`config.mk`:
```
export PLATFORM = sky130hd
export DESIGN_NAME = multicore_bus_ctrl
export DESIGN_NICKNAME = d
export VERILOG_FILES = /design/src/rtl/multicore_bus_ctrl.sv
export SDC_FILE = /design/constraint.sdc
export NUM_CORES = 1
export LEC_CHECK = 0
export BUFFER_PORTS_ARGS = -buffer_cell sky130_fd_sc_hd__buf_2
export CORE_AREA = 2 2 352 354
export DETAILED_ROUTE_END_ITERATION = 10
export DIE_AREA = 0 0 354 356
export PLACE_DENSITY_LB_ADDON = 0.1
export SLEW_MARGIN = 5
export SYNTH_ARGS = -nofsm -noshare
export SYNTH_HDL_FRONTEND = slang
export SYNTH_SLANG_ARGS = --single-unit
```
`constraint.sdc`:
```
create_clock -name CLK -period 2.3 [get_ports CLK]
set_input_delay 0.575 -clock CLK [delete_from_list [all_inputs] [get_ports CLK]]
set_output_delay 0.575 -clock CLK [all_outputs]
set_load 0.1 [all_outputs]
```
`src/rtl/multicore_bus_ctrl.sv`:
```
// multicore_bus_ctrl
//   Arbitrates NCPU I-cache/D-cache pairs onto one RAM port and runs a
//   snoop-based coherence sequence for data block transfers.
//   Data requests (BusRd via dREN, BusRdX via dWEN) win over instruction
//   fetches. Each class has its own round-robin pointer.
//   Data sequence: SNOOP (1 cycle) -> [WB of dirty supplier block] -> MEM -> FIN.
// Ports
//   CLK, nRST                  clock, async active-low reset
//   iREN/iaddr -> iwait/iload  per-core instruction fetch
//   dREN/dWEN/daddr/dstore     per-core data block request
//   dwait/dload                per-core data stall / read data
//   ccwrite/cctrans            snoop hit-dirty / state transition done
//   ccwait/ccinv/ccsnoopaddr   snoop stall / invalidate / snoop address
//   ramREN/ramWEN/ramaddr/ramstore/ramload/ramstate   RAM port
package multicore_bus_ctrl_pkg;
    typedef enum logic [1:0] {FREE = 2'd0, BUSY = 2'd1, ACCESS = 2'd2, ERROR = 2'd3} ramstate_t;
endpackage

module multicore_bus_ctrl
    import multicore_bus_ctrl_pkg::*;
#(
    parameter int NCPU        = 4,
    parameter int BLOCK_WORDS = 2
) (
    input  logic                       CLK,
    input  logic                       nRST,
    input  logic [NCPU-1:0]            iREN,
    input  logic [NCPU-1:0][31:0]      iaddr,
    output logic [NCPU-1:0]            iwait,
    output logic [NCPU-1:0][31:0]      iload,
    input  logic [NCPU-1:0]            dREN,
    input  logic [NCPU-1:0]            dWEN,
    input  logic [NCPU-1:0][31:0]      daddr,
    input  logic [NCPU-1:0][31:0]      dstore,
    output logic [NCPU-1:0]            dwait,
    output logic [NCPU-1:0][31:0]      dload,
    input  logic [NCPU-1:0]            ccwrite,
    input  logic [NCPU-1:0]            cctrans,
    output logic [NCPU-1:0]            ccwait,
    output logic [NCPU-1:0]            ccinv,
    output logic [NCPU-1:0][31:0]      ccsnoopaddr,
    output logic                       ramREN,
    output logic                       ramWEN,
    output logic [31:0]                ramaddr,
    output logic [31:0]                ramstore,
    input  logic [31:0]                ramload,
    input  ramstate_t                  ramstate
);
    localparam int PW = $clog2(NCPU);
    localparam int BW = (BLOCK_WORDS > 1) ? $clog2(BLOCK_WORDS) : 1;
    localparam logic [BW-1:0] LAST_BEAT = BW'(BLOCK_WORDS - 1);

    typedef enum logic [2:0] {IDLE, IFETCH, SNOOP, WB, MEM, FIN} state_t;

    state_t        state_q, state_d;
    logic [PW-1:0] dptr_q, dptr_d, iptr_q, iptr_d;
    logic [PW-1:0] req_q, req_d, ireq_q, ireq_d, sup_q, sup_d;
    logic [BW-1:0] beat_q, beat_d;

    logic [NCPU-1:0] dreq, others_wr;
    logic            ram_acc;

    // ERROR counts as not-ACCESS: stall and hold the beat.
    assign ram_acc   = (ramstate == ACCESS);
    assign dreq      = dREN | dWEN;
    // The requester's own ccwrite is meaningless during its snoop.
    assign others_wr = ccwrite & ~(NCPU'(1) << req_q);

    // First set bit at or after ptr, wrapping. With ptr=0 this is the lowest index.
    function automatic logic [PW-1:0] rr_pick(input logic [NCPU-1:0] reqs, input logic [PW-1:0] ptr);
        logic [PW-1:0] win;
        logic          found;
        int            idx;
        win   = '0;
        found = 1'b0;
        for (int i = 0; i < NCPU; i++) begin
            idx = (int'(ptr) + i) % NCPU;
            if (!found && reqs[idx]) begin
                win   = PW'(idx);
                found = 1'b1;
            end
        end
        return win;
    endfunction

    function automatic logic [PW-1:0] rr_next(input logic [PW-1:0] w);
        return (w == PW'(NCPU - 1)) ? '0 : w + 1'b1;
    endfunction

    always_ff @(posedge CLK or negedge nRST) begin
        if (!nRST) begin
            state_q <= IDLE;
            dptr_q  <= '0;
            iptr_q  <= '0;
            req_q   <= '0;
            ireq_q  <= '0;
            sup_q   <= '0;
            beat_q  <= '0;
        end else begin
            state_q <= state_d;
            dptr_q  <= dptr_d;
            iptr_q  <= iptr_d;
            req_q   <= req_d;
            ireq_q  <= ireq_d;
            sup_q   <= sup_d;
            beat_q  <= beat_d;
        end
    end

    always_comb begin
        state_d = state_q;
        dptr_d  = dptr_q;
        iptr_d  = iptr_q;
        req_d   = req_q;
        ireq_d  = ireq_q;
        sup_d   = sup_q;
        beat_d  = beat_q;
        case (state_q)
            IDLE: begin
                if (|dreq) begin
                    req_d   = rr_pick(dreq, dptr_q);
                    dptr_d  = rr_next(req_d);
                    state_d = SNOOP;
                end else if (|iREN) begin
                    ireq_d  = rr_pick(iREN, iptr_q);
                    iptr_d  = rr_next(ireq_d);
                    state_d = IFETCH;
                end
            end
            IFETCH: if (ram_acc) state_d = IDLE;
            SNOOP: begin
                beat_d = '0;
                if (|others_wr) begin
                    sup_d   = rr_pick(others_wr, '0);
                    state_d = WB;
                end else begin
                    state_d = MEM;
                end
            end
            WB: if (ram_acc) begin
                if (beat_q == LAST_BEAT) begin
                    beat_d  = '0;
                    state_d = MEM;
                end else begin
                    beat_d = beat_q + 1'b1;
                end
            end
            MEM: if (ram_acc) begin
                if (beat_q == LAST_BEAT) begin
                    beat_d  = '0;
                    state_d = FIN;
                end else begin
                    beat_d = beat_q + 1'b1;
                end
            end
            FIN: if (cctrans[req_q]) state_d = IDLE;
            default: state_d = IDLE;
        endcase
    end

    always_comb begin
        iwait       = '0;
        iload       = '0;
        dwait       = '0;
        dload       = '0;
        ccwait      = '0;
        ccinv       = '0;
        ccsnoopaddr = '0;
        ramREN      = 1'b0;
        ramWEN      = 1'b0;
        ramaddr     = '0;
        ramstore    = '0;
        case (state_q)
            IFETCH: begin
                ramREN        = 1'b1;
                ramaddr       = iaddr[ireq_q];
                iload[ireq_q] = ramload;
                iwait[ireq_q] = !ram_acc;
            end
            SNOOP: begin
                dwait[req_q] = 1'b1;
                for (int k = 0; k < NCPU; k++) begin
                    if (PW'(k) != req_q) begin
                        ccwait[k]      = 1'b1;
                        ccsnoopaddr[k] = daddr[req_q];
                        ccinv[k]       = dWEN[req_q];
                    end
                end
            end
            WB: begin
                // Supplier flushes its dirty block; requester keeps stalling.
                ccwait[sup_q] = 1'b1;
                ramWEN        = 1'b1;
                ramaddr       = daddr[sup_q];
                ramstore      = dstore[sup_q];
                dwait[sup_q]  = !ram_acc;
                dwait[req_q]  = 1'b1;
            end
            MEM: begin
                ramREN       = dREN[req_q];
                ramWEN       = dWEN[req_q];
                ramaddr      = daddr[req_q];
                ramstore     = dstore[req_q];
                dload[req_q] = ramload;
                dwait[req_q] = !ram_acc;
            end
            FIN: dwait[req_q] = 1'b1;
            default: ;
        endcase
    end
endmodule

```
==> run_results.csv, run 1 <==
group,metric,value,unit
run_status,outcome,"finished, violations left",
run_status,violations,"negative setup slack",
cts,htreeDepth,1,
floorplan,ioPinCount,906,
global_routing,grt.overflow.total,0,
logic_synthesis,synth_common_cells,"and2_1 (259), nor2_1 (118), nand2_1 (87), mux4_2 (66), clkbuf_1 (58)",
cts,numClockSinks,14,
cts,cts_buffer_depth,2,
logic_synthesis,synthCells,1068,
global_routing,track_usage,14.9,%
floorplan,die_height,356,um
drt,avgRoutedWirePerCell,26.3,um
cts,root_buffer,"clkbuf_16",
logic_synthesis,syn-cell-area,0.00788,mm^2
timing,finalHoldViolations,0,
logic_synthesis,synth.top_cell.area_share,20.6,%
critical_path,r2r_slack,130,ps
critical_path,r2r-end,"sup_q[0]$_DFFE_PN0P_",
timing,fin_crit_sh,121,%
logic_synthesis,synth_flop_cell,"dfrtp_1",
critical_path,cp-end-kind,"output pin",
critical_path,worst-setup-path-type,"flip-flop to output pin",
floorplan,die_area,0.126,mm^2
logic_synthesis,syn_area_per_cell,7.38,um^2
global_routing,grt_start_max_net_pins,33,
critical_path,arrival,2210,ps
worst_hold_path,hold_path_class,"primary input to asynchronous set/reset pin",
cts,clkLatencyLatePin,250,ps
global_routing,grt_pass1_wl,132000,um
critical_path,startpoint_type,"flip-flop",
drt,drt.antenna.violating_nets,0,
cells_and_area,design_area,0.0296,mm^2
timing,tns,-152210,ps
cts,numCtsBuffers,3,
cells_and_area,area_growth_syn_to_layout,276,%
timing,setup_viol,466,
cts,ctsHoldBuffers,0,
floorplan,start_util,6.42,%
drt,drtIter0Drc,484,
pwr,power.leakage,11.8,nW
pwr,power.density,1430,mW/mm^2
floorplan,design.core.area,0.123,mm^2
placement,dp_hpwl,83700,um
timing,final.setup_skew,1.20,ps
placement,gp_congestion,0.917,
logic_synthesis,synth_top_area_cell,"and2_1",
cells_and_area,final_nets,2722,
global_routing,antenna_found_initial,42,
logic_synthesis,synthTopCellsByArea,"and2_1 (21%), mux4_2 (19%), mux2i_1 (6.4%), nor2_1 (5.6%), a22oi_1 (5.1%)",
logic_synthesis,postSynth.asyncResetShare,100,%
timing,worstMarginPinSlew,660,ps
placement,portBuffers,905,
cells_and_area,instances_no_fill,3923,
drt,vias,13824,
drt,routed_via_density,3.52,
critical_path,r2r_start,"state_q[1]$_DFFE_PN0P_",
critical_path,crit_required,1730,ps
timing,timing.final.max_slew_violations,0,
timing,fmax,360,MHz
logic_synthesis,synth_enable_flop_cells,0,
global_routing,grt_pass1_vias,15009,
logic_synthesis,ys_seq_elements,14,
pwr,peakVddDrop,715,uV
timing,maxSlewHeadroom,56.0,%
timing,layout_setup_ws,-481,ps
critical_path,cp_max_fo,7,
critical_path,rr_worst_depth,6,
cts,tritoncts,"yes",
flow_run,cap_violations,0,
pwr,finalPower,0.0424,W
placement,placedCellCount,3814,
logic_synthesis,synth_seq_area_share,4.45,%
logic_synthesis,synthesis.nets,1508,
drt,drcViolationCount,0,
logic_synthesis,synth.most_common_cell,"and2_1",
drt,wirelength,103000,um
timing,rsz0062_at_grt,"true",
logic_synthesis,ys_types,59,
floorplan,placementRows,129,
floorplan,die_x,354,um
logic_synthesis,yosys_warnings,0,
cts,clk_pin_slew,50,ps
drt,dr.pass1.iters,5,
timing,min_period,2780,ps
cells_and_area,drive_gt1_share,90.7,%
placement,post_dp_cell_area,0.0262,mm^2
==> worst max-delay path: stages (launching register included) <==
cell	delay, ps
dfrtp_4	480
or3b_4	430
buf_12	150
o21ai_4	210
buf_12	190
buf_6	100
a22oi_2	110
nand2_4	110
buf_12	170
==> placed cells by master, fill, tap and decap left out, drive strengths merged, types with 2 or more instances in the layout <==
cell / count
a211oi: 36
a21boi: 2
a21oi: 24
a22oi: 64
a31o: 18
a31oi: 3
and2: 259
buf: 1300
clkbuf: 22
dfrtp: 14
diode: 5
inv: 7
maj3: 2
mux2: 18
mux2i: 50
mux4: 66
nand2: 87
nand2b: 28
nand3: 4
nand3b: 2
nand4: 3
nand4b: 2
nor2: 119
nor2b: 25
nor3: 10
nor4: 4
o21a: 18
o21ai: 23
o22ai: 36
or3: 2
or3b: 16
or4: 2
==> per-stage QoR <==
stage               util (%)  hold WS [ps]  setup WS (ps)
detailed placement      21.4           545           -334
global placement        21.4           538           -331
CTS                     22.6           273           -531
floorplan                  -           279           -363
finish                  24.1           251           -481
global route            24.1           285           -539
==> metal layers <==
layer | global-route usage (%) | wire length (um) | part of all wire (%) | up-vias
li1 | - | - | - | 6308
met1 | 16.3 | 38300 | 37 | 6830
met2 | 29.1 | 56200 | 54 | 554
met3 | 4.72 | 7470 | 7.2 | 94
met4 | 0.822 | 972 | 0.94 | 38
met5 | 0 | 247 | 0.24 | -
==> cell type report <==
| type | count | area [um^2] |
|---|---|---|
| Antenna cell | 5 | 12.5 |
| Clock buffer | 4 | 88.8 |
| Fill cell | 13063 | 93100 |
| Inverter | 7 | 26.3 |
| Multi-Input combinational cell | 938 | 10600 |
| Sequential cell | 14 | 372 |
| Tap cell | 1637 | 2050 |
| Timing Repair Buffer | 1318 | 16500 |
==> worst max path at each step <==
| stage | start | endpoint | slack, ps | cells after the start |
|---|---|---|---|---|
| global placement | req_q[1]$_DFFE_PN0P_ | ccsnoopaddr[15] | -330 | 7 |
| CTS | state_q[1]$_DFFE_PN0P_ | ramstore[31] | -530 | 8 |
| detailed placement | req_q[1]$_DFFE_PN0P_ | ccsnoopaddr[15] | -330 | 7 |
| global route | state_q[1]$_DFFE_PN0P_ | ramstore[14] | -540 | 8 |
| floorplan | state_q[0]$_DFFE_PN0P_ | dwait[1] | -360 | 6 |
| finish | state_q[1]$_DFFE_PN0P_ | ramstore[28] | -480 | 8 |
==> sequential cells by signal, indices dropped and copies added, names as in the netlist, named ones only <==
register / cells
state_q: 3
dptr_q: 2
ireq_q: 2
req_q: 2
sup_q: 2
beat_q: 1
iptr_q: 1
==> power breakdown <==
part           internal (W)  total (W)  switching (W)
logic                0.0165     0.0414         0.0249
clock network      0.000265   0.000385       0.000120
registers          0.000366   0.000536       0.000170
==> logic make-up (layout without fill, tap and decap cells) <==
logic type | count (synthesis) | in the layout | synth area share, %
buffers and inverters | 116 | 1329 | 6.64
adders and majority gates | 2 | 2 | 0.254
xor gates and xnor gates | 1 | 1 | 0.111
DFF | 14 | 14 | 4.45
and+or+nand+nor | 566 | 566 | 39.2
muxes | 134 | 134 | 27.8
other | 0 | 5 | 0
AOI/OAI and AO/OA | 235 | 235 | 21.6
==> timing repair <==
item                       CTS  global route
buffers inserted            35            38
hold endpoints to repair     0             0
setup endpoints to repair  466           466
pin swaps                   32            74
resized for setup          188           245
gates cloned                 9            22
(Power assumes the default switching activity.)
==> inputs of run 2 (changes only) <==
GPL_TIMING_DRIVEN = 0   (was default)
REMOVE_ABC_BUFFERS = 1   (was default)
==> run 2 against run 1 <==
  * The flow still finishes with violations (negative setup slack)
  * Global-route usage fell by 0.82 points
  * Sequential cell count is the same
  * Combinational power down 5.3%
  * Critical path depth is 2 higher
  * Sequential share of layout area increased by 0.14 points
  * Register-to-register slack lost 610 ps
==> run_results.csv, run 2 (synthesis gave the netlist of run 1 again) <==
group,metric,value,unit
run_status,outcome,"finished, violations left",
run_status,violations,"negative setup slack",
timing,worst_hold_slack,246,ps
critical_path,cp_slowest_stage_delay,500,ps
cts,htreeDepth,1,
global_routing,grt_pass1_wl,124000,um
pwr,peakVddDrop,870,uV
placement,dp_hpwl,70800,um
cells_and_area,final_common_cell,"buf_2",
global_routing,antenna_found_initial,42,
placement,portBuffers,905,
global_routing,grt.overflow.total,0,
timing,rsz0062_at_grt,"true",
floorplan,ioPinCount,906,
cts,root_buffer,"clkbuf_16",
placement,preCtsSetupSlack,-2480,ps
placement,gp_congestion,0.817,
pwr,power.leakage,11.1,nW
critical_path,startpoint_type,"flip-flop",
timing,finalHoldViolations,0,
critical_path,cp_cell_sequence,"buf_16 -> or3b_4 -> buf_12 -> buf_12 -> o21ai_4 -> buf_12 -> clkbuf_16 -> a22oi_2 -> nand2_1 -> buf_12",
cells_and_area,largest_reg_flops,3,
cts,tritoncts,"yes",
cts,clkLatencyLatePin,250,ps
floorplan,die_area,0.126,mm^2
floorplan,design.core.area,0.123,mm^2
cells_and_area,layout_common_cells,"buf_2 (495), buf_12 (456), and2_4 (203)",
critical_path,arrival,2600,ps
cells_and_area,max_flop_register,"state_q",
floorplan,start_util,6.42,%
pwr,power.density,1470,mW/mm^2
floorplan,die_x,354,um
critical_path,r2r_slack,-480,ps
floorplan,die_height,356,um
critical_path,crit_start,"state_q[1]$_DFFE_PN0P_",
timing,maxSlewHeadroom,51.2,%
critical_path,crit_path_frequent_cell,"buf_12",
critical_path,rr_worst_depth,12,
floorplan,placementRows,129,
drt,drt.antenna.violating_nets,0,
critical_path,crit_required,1730,ps
timing,layout_setup_ws,-878,ps
critical_path,cp_max_fo,7,
cts,clk_pin_slew,50,ps
critical_path,worst-setup-path-type,"flip-flop to output pin",
cells_and_area,area_growth_syn_to_layout,247,%
drt,routed_via_density,3.69,
timing,setup_viol,473,
timing,worstMarginPinSlew,731,ps
critical_path,crit_slowest_cell,"dfrtp_4",
timing,timing.final.max_slew_violations,0,
cts,cts_buffer_depth,2,
global_routing,grt_start_max_net_pins,81,
critical_path,r2r_start,"req_q[1]$_DFFE_PN0P_",
critical_path,r2r-end,"sup_q[0]$_DFFE_PN0P_",
drt,drcViolationCount,0,
drt,wirelength,109000,um
critical_path,cp-endpoint,"ramstore[31]",
flow_run,cap_violations,0,
cts,ctsHoldBuffers,0,
cts,numCtsBuffers,3,
placement,placedCellCount,3529,
timing,fin_crit_sh,138,%
global_routing,track_usage,14.1,%
critical_path,cp-end-kind,"output pin",
pwr,finalPower,0.0401,W
timing,fmax,315,MHz
drt,avgRoutedWirePerCell,28.5,um
timing,min_period,3180,ps
drt,dr.pass1.iters,5,
drt,vias,14154,
worst_hold_path,hold_path_class,"primary input to asynchronous set/reset pin",
cts,numClockSinks,14,
cells_and_area,final_nets,2631,
timing,final.setup_skew,1.73,ps
global_routing,grt_pass1_vias,13910,
cells_and_area,instances_no_fill,3837,
drt,drtIter0Drc,768,
cells_and_area,drive_gt1_share,85.1,%
==> run 2: worst min-delay path by stage <==
stage | start | end | slack (ps) | depth (start not counted)
global route | nRST | dptr_q[1]$_DFFE_PN0P_ | 270 | 1
finish | nRST | dptr_q[1]$_DFFE_PN0P_ | 250 | 1
global placement | nRST | dptr_q[1]$_DFFE_PN0P_ | 530 | 1
floorplan | nRST | asynchronous set/reset pin | 280 | 0
CTS | nRST | dptr_q[1]$_DFFE_PN0P_ | 250 | 1
detailed placement | nRST | dptr_q[1]$_DFFE_PN0P_ | 530 | 1
==> run 2: timing repair <==
item	in CTS	in global routing
pin swaps	38	104
setup endpoints to repair	467	475
setup buffers	105	146
cloned	16	33
gates resized for setup	867	1817
==> run 2: through the flow <==
step / area, um^2 / utilization [%] / setup TNS [ps]
6_report: 27300 / 22.3 / -270190
5_1_grt: 27300 / 22.3 / -298500
4_1_cts: 19200 / 15.7 / -326120
3_5_place_dp: 14600 / 11.9 / -524750
3_3_place_gp: 14000 / 11.4 / -2640990
2_1_floorplan: 7380 / - / -1154520
==> run 2: power breakdown <==
group	total (W)	internal [W]	switching (W)	leakage, nW
clock network	0.000357	0.000236	0.000121	0.0382
registers	0.000588	0.000378	0.000210	0.160
logic	0.0392	0.0143	0.0249	10.9
total	0.0401	0.0149	0.0252	11.1
==> run 2: critical path: cells and delay by family (launching register included) <==
| kind | cells | cell delay (ps) |
|---|---|---|
| buffers and inverters | 6 | 1000 |
| AND/OR/NAND/NOR | 2 | 600 |
| flip-flops | 1 | 500 |
| AO/OA/AOI/OAI | 2 | 210 |
==> run 2: cell type report <==
type | count | area, um^2
Tap cell | 1637 | 2050
Clock buffer | 4 | 78.8
Inverter | 7 | 26.3
Sequential cell | 14 | 382
Timing Repair Buffer | 1222 | 14900
Multi-Input combinational cell | 943 | 9890
Antenna cell | 10 | 25.0
Fill cell | 13298 | 95300
==> run 2: per-layer routing <==
layer  share of wire [%]  up-vias  track usage [%]
met4                 2.5       32             1.69
met5                0.18        -                0
li1                    -     6141                -
met1                  39     7150             16.5
met2                  52      665             26.8
met3                 6.4      166             3.11
